**src/rtl/histeq_frame_seq_pkg.sv**
```systemverilog
// histeq_frame_seq_pkg: shared constants, state encoding and saturating add for the histogram-equalisation sequencer.
package histeq_frame_seq_pkg;
   localparam int HIST_BINS  = 256;
   localparam int HIST_CNT_W = 20;
   localparam int SCAN_LAST  = 257;

   typedef enum logic [2:0] {
      ST_IDLE,
      ST_ACCUM,
      ST_SCAN,
      ST_CLEAR,
      ST_DONE
   } state_t;

   function automatic logic [HIST_CNT_W-1:0] sat_add(input logic [HIST_CNT_W-1:0] a,
                                                    input logic [HIST_CNT_W-1:0] b);
      logic [HIST_CNT_W:0] s;
      s = {1'b0, a} + {1'b0, b};
      return s[HIST_CNT_W] ? '1 : s[HIST_CNT_W-1:0];
   endfunction
endpackage

```
**src/rtl/histeq_cdf_acc.sv**
```systemverilog
// histeq_cdf_acc: saturating cumulative-count register plus the registered CDF sample outputs.
module histeq_cdf_acc
   import histeq_frame_seq_pkg::*;
(
   input  logic                  clk,
   input  logic                  rst_n,
   input  logic                  clr_i,
   input  logic                  en_i,
   input  logic [7:0]            level_i,
   input  logic [HIST_CNT_W-1:0] data_i,
   output logic [7:0]            pixel_level_o,
   output logic [HIST_CNT_W-1:0] acc_num_o,
   output logic                  valid_o
);
   logic [HIST_CNT_W-1:0] acc_q, acc_d;
   logic [7:0]            level_q, level_d;
   logic                  valid_q;

   always_comb begin
      acc_d   = clr_i ? '0 : en_i ? sat_add(acc_q, data_i) : acc_q;
      level_d = en_i ? level_i : level_q;
   end

   always_ff @(posedge clk or negedge rst_n) begin
      if (!rst_n) begin
         acc_q   <= '0;
         level_q <= '0;
         valid_q <= 1'b0;
      end else begin
         acc_q   <= acc_d;
         level_q <= level_d;
         valid_q <= en_i;
      end
   end

   assign pixel_level_o = level_q;
   assign acc_num_o     = acc_q;
   assign valid_o       = valid_q;
endmodule

```
**src/rtl/histeq_frame_seq.sv**
```systemverilog
// histeq_frame_seq: frame sequencer - gates accumulation to whole frames, scans the CDF, clears the RAM, pulses start.
// Optional HISTEQ_PIXCNT_CHECK_EN: compares the frame pixel count with IMG_TOTAL and reports frame_err.
module histeq_frame_seq
   import histeq_frame_seq_pkg::*;
#(
   parameter int unsigned IMG_TOTAL = 480000
) (
   input  logic                  clk,
   input  logic                  rst_n,
   input  logic                  per_img_vsync,
   input  logic                  per_img_href,
   output logic                  hist_acc_en,
   output logic [7:0]            hist_rd_addr,
   input  logic [HIST_CNT_W-1:0] hist_rd_data,
   output logic                  hist_clr_we,
   output logic [7:0]            hist_clr_addr,
   output logic [7:0]            pixel_level,
   output logic [HIST_CNT_W-1:0] pixel_level_acc_num,
   output logic                  pixel_level_valid,
   output logic                  histEQ_start_flag,
   output logic                  frame_skip,
   output logic                  frame_err
);
   state_t     state_q, state_d;
   logic       vs_q, rise, fall, busy, pix_err;
   logic [8:0] c_q, c_d;
   logic [7:0] addr_q, clr_addr_q, cdf_level;
   logic       acc_en_q, clr_we_q, flag_q, skip_q, cdf_en, cdf_clr;

   assign rise = per_img_vsync & ~vs_q;
   assign fall = ~per_img_vsync & vs_q;
   assign busy = state_q inside {ST_SCAN, ST_CLEAR, ST_DONE};

   always_comb begin
      state_d = state_q;
      c_d     = c_q;
      case (state_q)
         ST_IDLE:  state_d = rise ? ST_ACCUM : ST_IDLE;
         ST_ACCUM: begin
            state_d = fall ? ST_SCAN : ST_ACCUM;
            c_d     = fall ? '0 : c_q;
         end
         ST_SCAN: begin
            state_d = (c_q == 9'(SCAN_LAST)) ? ST_CLEAR : ST_SCAN;
            c_d     = (c_q == 9'(SCAN_LAST)) ? '0 : c_q + 9'd1;
         end
         ST_CLEAR: begin
            state_d = (c_q == 9'(HIST_BINS - 1)) ? ST_DONE : ST_CLEAR;
            c_d     = (c_q == 9'(HIST_BINS - 1)) ? '0 : c_q + 9'd1;
         end
         default:  state_d = ST_IDLE;
      endcase
   end

   // RAM data for address c-1 is on hist_rd_data while c = 1..256, so it lands in the output registers at c = 2..257
   assign cdf_en    = (state_q == ST_SCAN) && (c_q != '0) && (c_q <= 9'(HIST_BINS));
   assign cdf_level = c_q[7:0] - 8'd1;
   assign cdf_clr   = (state_q == ST_ACCUM) && fall;

`ifdef HISTEQ_PIXCNT_CHECK_EN
   logic [HIST_CNT_W-1:0] pix_q, pix_d;
   logic                  err_q;

   always_comb
      pix_d = (state_q == ST_IDLE && rise) ? '0 :
              (state_q == ST_ACCUM && per_img_href && pix_q != '1) ? pix_q + HIST_CNT_W'(1) : pix_q;

   assign pix_err = pix_q != HIST_CNT_W'(IMG_TOTAL);

   always_ff @(posedge clk or negedge rst_n) begin
      if (!rst_n) begin
         pix_q <= '0;
         err_q <= 1'b0;
      end else begin
         pix_q <= pix_d;
         err_q <= (state_q == ST_DONE) && pix_err;
      end
   end

   assign frame_err = err_q;
`else
   logic unused_href;
   assign unused_href = per_img_href;
   assign pix_err     = 1'b0;
   assign frame_err   = 1'b0;
`endif

   always_ff @(posedge clk or negedge rst_n) begin
      if (!rst_n) begin
         state_q    <= ST_IDLE;
         vs_q       <= 1'b0;
         c_q        <= '0;
         addr_q     <= '0;
         clr_we_q   <= 1'b0;
         clr_addr_q <= '0;
         acc_en_q   <= 1'b0;
         flag_q     <= 1'b0;
         skip_q     <= 1'b0;
      end else begin
         state_q    <= state_d;
         vs_q       <= per_img_vsync;
         c_q        <= c_d;
         addr_q     <= (state_d == ST_SCAN) ? (c_d[8] ? 8'hFF : c_d[7:0]) : addr_q;
         clr_we_q   <= state_d == ST_CLEAR;
         clr_addr_q <= (state_d == ST_CLEAR) ? c_d[7:0] : '0;
         acc_en_q   <= state_d == ST_ACCUM;
         flag_q     <= (state_q == ST_DONE) && !pix_err;
         skip_q     <= rise && busy;
      end
   end

   histeq_cdf_acc u_cdf (
      .clk           (clk),
      .rst_n         (rst_n),
      .clr_i         (cdf_clr),
      .en_i          (cdf_en),
      .level_i       (cdf_level),
      .data_i        (hist_rd_data),
      .pixel_level_o (pixel_level),
      .acc_num_o     (pixel_level_acc_num),
      .valid_o       (pixel_level_valid)
   );

   assign hist_acc_en       = acc_en_q;
   assign hist_rd_addr      = addr_q;
   assign hist_clr_we       = clr_we_q;
   assign hist_clr_addr     = clr_addr_q;
   assign histEQ_start_flag = flag_q;
   assign frame_skip        = skip_q;
endmodule

```
**config.mk**
```make
export PLATFORM = sky130hd
export DESIGN_NAME = histeq_frame_seq
export DESIGN_NICKNAME = d
export VERILOG_FILES = /design/src/rtl/histeq_frame_seq_pkg.sv /design/src/rtl/histeq_cdf_acc.sv /design/src/rtl/histeq_frame_seq.sv
export SDC_FILE = /design/constraint.sdc
export NUM_CORES = 1
export LEC_CHECK = 0
export ABC_AREA = 0
export BUFFER_PORTS_ARGS = -buffer_cell sky130_fd_sc_hd__clkbuf_2
export CORE_MARGIN = 2
export CORE_UTILIZATION = 50
export CTS_BUF_LIST = sky130_fd_sc_hd__clkbuf_4 sky130_fd_sc_hd__clkbuf_8
export DETAILED_ROUTE_END_ITERATION = 10
export GPL_TIMING_DRIVEN = 0
export MAX_ROUTING_LAYER = met4
export PLACE_DENSITY = 0.73
export SYNTH_ARGS = -nofsm -noshare
export SYNTH_HDL_FRONTEND = slang
export SYNTH_SLANG_ARGS = --single-unit
```
**constraint.sdc**
```tcl
create_clock -name clk -period 6.7 [get_ports clk]
set_clock_uncertainty 0.1 [all_clocks]
set_input_delay 1.34 -clock clk [delete_from_list [all_inputs] [get_ports clk]]
set_output_delay 1.34 -clock clk [all_outputs]
set_load 0.1 [all_outputs]
```
[After elaboration in Yosys (flattened, before gate mapping)]
Index checks and enable logic that the tools add are counted.
Storage, ports and cells
  bits in registers: 62
  input port bits: 24
  output and inout bits: 50
  logic and storage cells: 51
Operators by class
  add/subtract/negate cells: 3
  $lt $le $gt $ge: 1
  equal/unequal tests: 9
  muxes and demuxes: 14
  bitwise gates (word level): 4
  reductions and logical operators: 8
Operators by type and width (number)
  $mux 20: 3
  $mux 9: 3
  $pmux 9 s3: 1
  $add 20x20->21: 1
  $mux 8: 2
  $eq 3x2->1 const B: 4
  $pmux 3 s4: 1
  $add 9x1->9 const B: 1
  $eq 9x8->1 const B: 1
  $eq 9x9->1 const B: 1
  $le 9x9->1 const B: 1
  $reduce_bool 9->1: 1
  $sub 8x1->8 const B: 1
  $eq 3x1->1 const B: 2
  $logic_and 1x1->1: 4
  $eq 3x3->1 const B: 1
  $logic_not 3->1: 1
  $mux 3: 1
  $reduce_bool 3->1: 1
  $and 1x1->1: 2
  $mux 1: 2
  $mux 2: 1
  $not 1->1: 2
  $reduce_bool 2->1: 1

[Logic depth before layout (Yosys ltp)]
  depth after elaboration: 6
  gate-level depth with buffers: 12
  gate-level depth less buffers: 11

[By module]
A second synthesis with hierarchy kept.
Unflattened totals
  cell total of the unflattened synthesis: 375
  area total of the unflattened synthesis: 3849.9 µm²
By module, submodules not included
  histeq_cdf_acc: times used 1, cells an instance 223, area each 2177.1 µm², seq. area each 725.7 µm²
  histeq_frame_seq: times used 1, cells an instance 152, area each 1672.9 µm², seq. area each 825.8 µm²

[Least setup slack after synthesis]
No wires, ideal clock.
  path kind: input to register
  from: input hist_rd_data[0]
  to: register u_cdf.acc_q[6], in the netlist u_cdf.acc_num_o[6]
  data arrival time: 3.042 ns
  setup slack: 3.422 ns
  cell stages on the path: 8
  cells stage by stage: ha_1 -> fa_1 -> a21oi_1 -> o221ai_2 -> nand4_1 -> a311oi_1 -> nor3_2 -> a21oi_1
On the way
  word-level cells in the longest chain between the ends: 4
Ends and longest elaborated chain
  start, declared: RTL line histeq_frame_seq.sv:14  | input logic [HIST_CNT_W-1:0] hist_rd_data,
  $add 20x20->21: RTL line histeq_frame_seq_pkg.sv:18  | s = {1'b0, a} + {1'b0, b};
  $mux 20: RTL line histeq_frame_seq_pkg.sv:19  | return s[HIST_CNT_W] ? '1 : s[HIST_CNT_W-1:0];
  $mux 20 (2 in a row): RTL line histeq_cdf_acc.sv:20  | acc_d = clr_i ? '0 : en_i ? sat_add(acc_q, data_i) : acc_q;
  end signal, assigned: RTL line histeq_cdf_acc.sv:26  | acc_q <= '0;
  end signal, assigned: RTL line histeq_cdf_acc.sv:30  | acc_q <= acc_d;
  end, declared: RTL line histeq_cdf_acc.sv:15  | logic [HIST_CNT_W-1:0] acc_q, acc_d;
No other way between the ends. The select of a mux whose other input is x is not followed.
A chain may end at the register's enable or synchronous reset.

[Worst setup path after layout]
  from: input hist_rd_data[0]
  to: register u_cdf.acc_q[13], in the netlist u_cdf.acc_num_o[13]
Same word-level chain as after synthesis.

==> run summary <==
Status = complete, no violations
Clk slew on worst S/H paths = 0.08 ns
# rows = 31
Final RePlAce weighted congestion = 0.871
Area Overhead vs Synth = 17.6%
Post-CTS Setup Inserts = 0
Post-Syn Nets = 468
R2R Path Start = c_q[0]$_DFF_PN0_
Area contributors post-synth = dfrtp_1, ha_1, a21oi_1, xnor2_1, o21ai_0
Cells on worst reg2reg path = 12
Period utilisation layout = 52.2%
Clock latency on the worst-skew pair = 0.35 ns
Clk root buf = clkbuf_8
Reg-to-Reg End = hist_rd_addr[3]$_DFFE_PN0N_
Gates resized, CTS repair = 0
Crit-path max FO = 8
Post-DR vias/cell = 5.65
Hold Path Class = reg2reg
Die area = 0.00838 sq mm
Max Cap Violations = 0
Slowest stage delay, CP = 0.51 ns
Fill count = 643
DP Wirelength = 6650 um
Post-synth top cells = dfrtp_1, a21oi_1, nor2_1
Arrival time of the worst setup path = 3.59 ns
Number of synthesized flops with an enable pin = 0
Buffers on Ports = 71
Register area share after synthesis = 40.5%
Critical Path RT = 6.79 ns
Layout Nets = 550
Clock buffer count from CTS = 9
PnR worst setup slack = 3.20 ns
Routed WL = 9200 um
Slowest stage cell, crit path = nor3_2
Most frequent cell after synthesis = dfrtp_1
Cell count after synthesis = 417
Global-route wire length before repair = 15400 um
DRC = 0
Final non-filler cell total = 603
Hold_buf cts = 0
Setup TNS = 0 ns
CP Depth = 9
Worst path cell trace = clkbuf_2 > ha_1 > fa_1 > a21oi_1 > o221ai_2 > nand4_1 > a311oi_1 > nor3_2 > a21oi_1
Largest net degree at the start of global routing = 63
Io pins = 74
Die Wd = 91.6 um
CP delay by family, top = compound AO/OA/AOI/OAI gates
Iter 0 DRT Violations = 189
Final setup viols = 0
Setup slack, reg-to-reg = 3.51 ns
Antenna Nets Post-Route = 0
Mapped cell area = 0.00383 sq mm
Clock Path Buffers = 2
Top-area cell type share of the netlist area = 40.5%
CP startpoint = hist_rd_data[0]
Placed Cells = 587
Starting Density = 52.3%
Worst-Margin Slew = 0.873 ns
Critical path class = in2reg
All-Layer GR Usage = 23.6%
Place WS = 2.85 ns
Ant diodes = 0
CTS H-Tree Depth = 3
Main synth FF type = dfrtp_1
Rel. slew slack = 41.8%
Peak Freq = 286 MHz
Detailed-route via count = 3409
Hold Fails Final Rpt = 0
DRT Pass-1 Iters = 4
Post-route minimum period = 3.50 ns
Vias in the first global route = 3199
TritonCTS clock tree = yes
Number of antenna violations at the first check in global routing = 0
Sequential standard cell area = 0.00155 sq mm
Slew Viols, Final = 0
Chip Height = 91.6 um
Grt ovf = 0
Synth area leader = dfrtp_1
Clock sinks = 62
Synth async-reset ratio = 100%
Setup repair after global routing missed its margin = false
Average wire per standard cell = 15.3 um
Crit path buf inv count = 1
Core Footprint = 0.00733 sq mm
Synthesized area per cell = 9.19 sq um
Register bit total from synthesis = 62
Worst Setup EP = u_cdf.acc_num_o[13]$_DFFE_PN0P_
Multi-input combinational cell area = 0.00208 sq mm
Worst setup SP type = input port
Critical Path Most Common Cell = a21oi_1
Crit end category = register
Yosys warnings = 0
Share of cells above drive strength 1 = 22.0%
Post-synthesis cell type count = 55
-- metal layers --
| layer | vias to the layer above | share of wire [%] | global-route usage, % |
|---|---|---|---|
| met5 | - | 0 | - |
| met4 | 0 | 1.3 | 6.94 |
| met3 | 11 | 6.3 | 4.56 |
| met2 | 107 | 46 | 35.8 |
| met1 | 1621 | 46 | 32.3 |
| li1 | 1670 | - | - |
-- worst min-delay path: cells and delay by family (launching register included) --
family          cells  cell delay, ns
compound gates      1            0.06
simple gates        1            0.04
flops               1            0.34
-- sequential cells by signal, indices dropped and copies added, names as in the netlist --
name and count:
state_q 3, hist_acc_en 1, c_q 9, vs_q 1, u_cdf.valid_o 1, u_cdf.pixel_level_o 8, u_cdf.acc_num_o 20, frame_skip 1
hist_clr_we 1, hist_clr_addr 8, histEQ_start_flag 1, hist_rd_addr 8
-- cells in the final DEF (no fill, tap or decap), drive strengths merged, types with 12 or more instances in the layout --
master,synthesis,routed
clkbuf,10,91
dfrtp,62,62
a21oi,54,54
nor2,33,33
o21ai,27,27
ha,26,26
inv,23,24
nand2,23,23
xnor2,18,18
a31oi,15,15
buf,12,12
-- metrics by stage --
stage	utilization (%)	area, sq um	hold WS, ns
after floorplan	-	3830	0.384
after global placement	58.8	4310	0.367
after detailed placement	58.9	4320	0.373
after CTS	61.5	4510	0.390
after global routing	61.5	4510	0.438
final	61.5	4510	0.384
-- layout make-up --
type	instances	area share [%]
Multi-Input combinational cell	310	46.1
Tap cell	99	2.75
Timing Repair Buffer	71	7.94
Inverter	23	1.92
Buffer	22	2.64
Sequential cell	62	34.4
Clock buffer	10	2.91
Clock inverter	6	1.36
-- kinds of logic (layout without fill, tap and decap cells) --
group                    after synthesis  after routing  share of synthesized area (%)
XOR/XNOR                              27             27                           6.17
buffers and inverters                 45            132                           5.35
other                                  1              1                         0.0978
multiplexers                           4              4                           1.04
flip-flops                            62             62                           40.5
adder cells (fa/ha/maj)               27             27                           9.01
AO/OA/AOI/OAI                        143            143                           23.5
AND/OR/NAND/NOR                      108            108                           14.4
-- worst min-delay path by stage --
stage                                       startpoint                                  to  slack (ns)  cells after the start
finish              u_cdf.pixel_level_o[2]$_DFFE_PN0P_  u_cdf.pixel_level_o[2]$_DFFE_PN0P_        0.38                      2
CTS                 u_cdf.pixel_level_o[2]$_DFFE_PN0P_  u_cdf.pixel_level_o[2]$_DFFE_PN0P_        0.39                      2
global placement    u_cdf.pixel_level_o[2]$_DFFE_PN0P_  u_cdf.pixel_level_o[2]$_DFFE_PN0P_        0.37                      2
detailed placement  u_cdf.pixel_level_o[1]$_DFFE_PN0P_  u_cdf.pixel_level_o[1]$_DFFE_PN0P_        0.37                      2
global route        u_cdf.pixel_level_o[4]$_DFFE_PN0P_  u_cdf.pixel_level_o[4]$_DFFE_PN0P_        0.44                      2
floorplan                         state_q[2]$_DFF_PN0_                state_q[0]$_DFF_PN0_        0.38                      1
Power is not shown: default switching activity piles up to over one toggle a cycle in this logic, so the estimate is an artifact.
